[src/rtl/rr_arb_8t1_pkg.sv]
// Shared types, widths and helpers for the 8-requester round-robin arbiter.
package rr_arb_8t1_pkg;

   localparam int unsigned N_REQ = 8;
   localparam int unsigned SEL_W = 3;

   typedef logic [N_REQ-1:0] req_t;
   typedef logic [SEL_W-1:0] sel_t;

   typedef enum logic {
      ST_IDLE  = 1'b0,
      ST_GRANT = 1'b1
   } state_t;

   // One-hot decode of a requester index.
   function automatic req_t onehot(input sel_t s);
      return req_t'(1) << s;
   endfunction

endpackage

[src/rtl/rr_arb_8t1_if.sv]
// Request/grant bundle between the requesters and the arbiter.
interface rr_arb_8t1_if;
   import rr_arb_8t1_pkg::*;

   req_t req;
   req_t gnt;
   sel_t sel;
   logic busy;

   modport master (output req, input gnt, input sel, input busy);
   modport slave  (input req, output gnt, output sel, output busy);

endinterface

[src/rtl/rr_arb_8t1_pick.sv]
// Rotating priority picker: first set request at or after base, wrapping.
module rr_arb_8t1_pick
   import rr_arb_8t1_pkg::*;
(
   input  req_t req,
   input  sel_t base,
   output logic found,
   output sel_t idx
);

   sel_t cand;

   // Scan requesters from base upward, modulo N_REQ; the earliest hit wins.
   always_comb begin
      found = 1'b0;
      idx   = base;
      cand  = base;
      for (int unsigned i = 0; i < N_REQ; i++) begin
         cand = base + SEL_W'(i);
         if (!found && req[cand]) begin
            found = 1'b1;
            idx   = cand;
         end
      end
   end

endmodule

[src/rtl/rr_arb_8t1.sv]
// Round-robin arbiter for a shared 8:1 mux with a bounded hold time per owner.
module rr_arb_8t1
   import rr_arb_8t1_pkg::*;
#(
   parameter int unsigned MAX_HOLD = 16,
   parameter int unsigned CW       = 5
) (
   input  logic          clk,
   input  logic          rst,
   rr_arb_8t1_if.slave   bus
);

   state_t        state;
   sel_t          last;
   sel_t          sel;
   req_t          gnt;
   logic          busy;
   logic [CW-1:0] cnt;

   req_t          pick_req;
   sel_t          pick_base;
   logic          pick_found;
   sel_t          pick_idx;
   logic          hold_done;

   // While granted, the owner is masked so a hit means someone else is waiting.
   always_comb begin
      pick_req  = bus.req;
      pick_base = last + SEL_W'(1);
      hold_done = (cnt >= CW'(MAX_HOLD - 1));
      if (state == ST_GRANT) begin
         pick_req = bus.req & ~onehot(last);
      end
   end

   rr_arb_8t1_pick u_pick (
      .req   (pick_req),
      .base  (pick_base),
      .found (pick_found),
      .idx   (pick_idx)
   );

   // Arbitration FSM; every output is registered and updated together.
   always_ff @(posedge clk) begin
      if (rst) begin
         state <= ST_IDLE;
         last  <= '1;
         sel   <= '0;
         gnt   <= '0;
         busy  <= 1'b0;
         cnt   <= '0;
      end else begin
         case (state)
            ST_IDLE: begin
               if (pick_found) begin
                  state <= ST_GRANT;
                  last  <= pick_idx;
                  sel   <= pick_idx;
                  gnt   <= onehot(pick_idx);
                  busy  <= 1'b1;
                  cnt   <= '0;
               end
            end
            ST_GRANT: begin
               if (bus.req[last] && !hold_done) begin
                  cnt <= cnt + CW'(1);
               end else if (pick_found) begin
                  last <= pick_idx;
                  sel  <= pick_idx;
                  gnt  <= onehot(pick_idx);
                  cnt  <= '0;
               end else if (!bus.req[last]) begin
                  state <= ST_IDLE;
                  gnt   <= '0;
                  busy  <= 1'b0;
                  cnt   <= '0;
               end
               // Owner still requesting with nobody waiting: keep it, count stays saturated.
            end
            default: begin
               state <= ST_IDLE;
               gnt   <= '0;
               busy  <= 1'b0;
               cnt   <= '0;
            end
         endcase
      end
   end

   assign bus.gnt  = gnt;
   assign bus.sel  = sel;
   assign bus.busy = busy;

endmodule

[src/flat_wrapper.sv]
// flat-port wrapper written by rule: the top's interface ports become plain ports
module rr_arb_8t1_flat import rr_arb_8t1_pkg::*;
#(
   parameter int unsigned MAX_HOLD = 16,
   parameter int unsigned CW       = 5
)
  (clk, rst, bus_req, bus_gnt, bus_sel, bus_busy);
  rr_arb_8t1_if bus_i ();
  input  logic clk;
  input  logic rst;
  input wire logic [$bits(bus_i.req)-1:0] bus_req;
  output wire logic [$bits(bus_i.gnt)-1:0] bus_gnt;
  output wire logic [$bits(bus_i.sel)-1:0] bus_sel;
  output wire logic [$bits(bus_i.busy)-1:0] bus_busy;
  assign bus_i.req = bus_req;
  assign bus_gnt = bus_i.gnt;
  assign bus_sel = bus_i.sel;
  assign bus_busy = bus_i.busy;
  rr_arb_8t1 #(.MAX_HOLD(MAX_HOLD), .CW(CW)) u_core (.clk(clk), .rst(rst), .bus(bus_i));
endmodule
[config.mk]
export PLATFORM = sky130hd
export DESIGN_NAME = rr_arb_8t1_flat
export DESIGN_NICKNAME = d
export VERILOG_FILES = /design/src/rtl/rr_arb_8t1_pkg.sv /design/src/rtl/rr_arb_8t1_if.sv /design/src/rtl/rr_arb_8t1_pick.sv /design/src/rtl/rr_arb_8t1.sv /design/src/flat_wrapper.sv
export SDC_FILE = /design/constraint.sdc
export NUM_CORES = 1
export LEC_CHECK = 0
export BUFFER_PORTS_ARGS = -buffer_cell sky130_fd_sc_hd__buf_2
export CORE_MARGIN = 5
export CORE_UTILIZATION = 50
export CTS_CLUSTER_SIZE = 24
export DETAILED_ROUTE_END_ITERATION = 10
export PLACE_DENSITY = 0.69
export SYNTH_ARGS = -nofsm -noshare
export SYNTH_HDL_FRONTEND = slang
export SYNTH_SLANG_ARGS = --single-unit
[constraint.sdc]
create_clock -name clk -period 11 [get_ports clk]
set_input_delay 2.2 -clock clk [delete_from_list [all_inputs] [get_ports clk]]
set_output_delay 2.2 -clock clk [all_outputs]
set_load 0.02 [all_outputs]
==> run metrics <==
run status=completed; Ports=22; Min-Delay Path Class=flop to flop; Clock Skew=0.00438 ns; GRT Total Usage=23.2%; synthesized area per cell=8.13 sq um; hold path depth=2; pin count of the biggest net entering global routing=39; YS warnings=0; die extent in y=79.7 um; worst slew pin tran=0.861 ns; TritonCTS Buffers=3; setup TNS=0 ns; Mapped Area=2430 sq um; Area Overhead vs Synth=6.22%; Critical Path Sink Type=flop; grt total ovfl=0; die width=79.7 um; Reg clk slew, reported paths=0.07 ns; First DRT Iteration DRCs=377; DP Area=2540 sq um; Skew-Pair Late Insertion Delay=0.26 ns; Final setup violation count=0; starting density of the core=51.5%; IO buf count=21; CP Max Fanout=7; Final nets=330; Crit Path Class=input pin to flop; clock sink count=21; Residual DRC=0; Clock Root Buffer=clkbuf_8; FP Rows=25; crit-path cells=buf_2 > a21boi_1 > a221oi_1 > o21ai_0 > a31o_2 > a211oi_4 > a221oi_2 > mux2i_1 > o32ai_1; Std-Cell Core Area=4720 sq um; hold violation count in the final report=0; routed via count=2585; count of cell types in the netlist=75; Hold-fix buffers, CTS=0; DRT antenna net count=0; RD Place Congestion=0.970; vias in the first global route=2416; die area=6360 sq um; CP Launch Type=input pin; Routed Wire Length=7170 um; max-cap check violation count=0; initial antenna violation count=0; crit share post-route=42.5%; Post-CTS Setup Inserts=0; EDFF count, synth=0; Setup WS post-layout=6.32 ns; post-place setup slack=6.10 ns; CTS tree=yes; n_diodes=0; async set-or-reset flop fraction in the synthesized netlist=0%; commonest non-fill, non-tap cell in the layout=nor2_1; top_reg_cell synth=dfxtp_1; Worst Path Required=11.11 ns; #FFs+latches synth=21; Final Core Density=54.7%; Fmax=214 MHz; share of layout cells above drive strength 1=17.5%; post-synthesis sequential area ratio=17.3%; drt pass-1 iters=6; CP Data Arrival Time=4.79 ns; Vias/cell=6.88; Max-slew headroom=42.5%; CTS Buffer Depth=2; post-CTS sizing=0; Detailed Place HPWL=5260 um; crit path max-delay cell type=mux2i_1; Final Critical Period=4.68 ns; Syn Inst Count=299; Slew Limit Fails=0; unrepaired setup endpoints after global routing=no; final instance area=2580 sq um; R2R depth=11; syn nets=319; DR WL/cell=19.1 um; H-tree levels=1; first-pass GRT wire length=12000 um; most frequent cells in the layout=23 x nor2_1, 21 x buf_2, 21 x dfxtp_1, 19 x nand2_1, 15 x inv_1; CP peak stage delay=0.57 ns
[worst max-delay path: cells and delay by family]
family          cells  cell delay, ns
compound gates      7            1.92
buf+inv             1            0.10
mux                 1            0.57
[final cells by class]
| cell class | count | area (sq um) |
|---|---|---|
| flip-flops and latches | 21 | 420 |
| multi-input cells | 243 | 1850 |
| inverters | 18 | 67.6 |
| well taps | 67 | 83.8 |
| clock buffers | 4 | 45.0 |
| repair buffers | 23 | 120 |
| fillers | 460 | 2140 |
[through the flow]
step                cells  hold slack [ns]
global route          376            0.481
global placement      372            0.443
CTS                   376            0.462
detailed placement    372            0.449
finish                376            0.458
floorplan             299            0.455
[metal layers]
metal	vias up	GRT usage, %	share of wire (%)
met5	-	0	0
met4	0	7.77	3.0
met3	22	1.92	8.1
met2	157	40.2	48
met1	1209	30.1	41
li1	1197	-	-
[sequential cells by signal, summed over array words and instances (netlist names)]
| name | cells |
|---|---|
| u_core.state | 1 |
| u_core.bus.gnt | 8 |
| u_core.cnt | 5 |
| u_core.bus.sel | 3 |
| u_core.last | 3 |
| u_core.bus.busy | 1 |
[final timing paths]
path                     start                end  slack (ns)
min          u_core.bus.gnt[5]  u_core.bus.gnt[5]        0.46
min reg2reg  u_core.bus.gnt[5]  u_core.bus.gnt[5]        0.46
max                 bus_req[3]  u_core.bus.gnt[7]        6.32
max reg2reg     u_core.last[0]  u_core.bus.gnt[7]        6.40
[logic make-up (layout without fill, tap and decap cells)]
family / count (synthesis) / after routing / synth area share, %
flops: 21 / 21 / 17.3
xor+xnor: 6 / 6 / 2.16
simple gates: 98 / 98 / 22.1
mux: 20 / 20 / 10.4
compound gates: 109 / 109 / 36.1
fa+ha+maj: 10 / 10 / 5.14
buf+inv: 35 / 45 / 6.79
[cells in the mapped netlist, drive strengths merged, types with 4 or more instances]
master,number,area (sq um)
nor2,23,86.3
dfxtp,21,420
nand2,19,71.3
inv,17,63.8
buf,16,93.8
mux2i,13,130
a21oi,12,60.1
nand3,12,77.6
ha,10,125
nor2b,8,50.1
o21ai,8,40.0
o32ai,8,70.1
a211o,7,61.3
a211oi,7,65.1
o22ai,6,37.5
a21boi,5,37.5
a311oi,5,43.8
nand2b,5,31.3
o211ai,5,37.5
xnor2,5,43.8
a221o,4,41.3
a221oi,4,41.3
and2,4,25.0
and3,4,25.0
mux4,4,90.1
nand3b,4,37.5
nand4,4,25.0
nor3,4,25.0
Power is not shown: default switching activity piles up to over one toggle a cycle in this logic, so the estimate is an artifact.
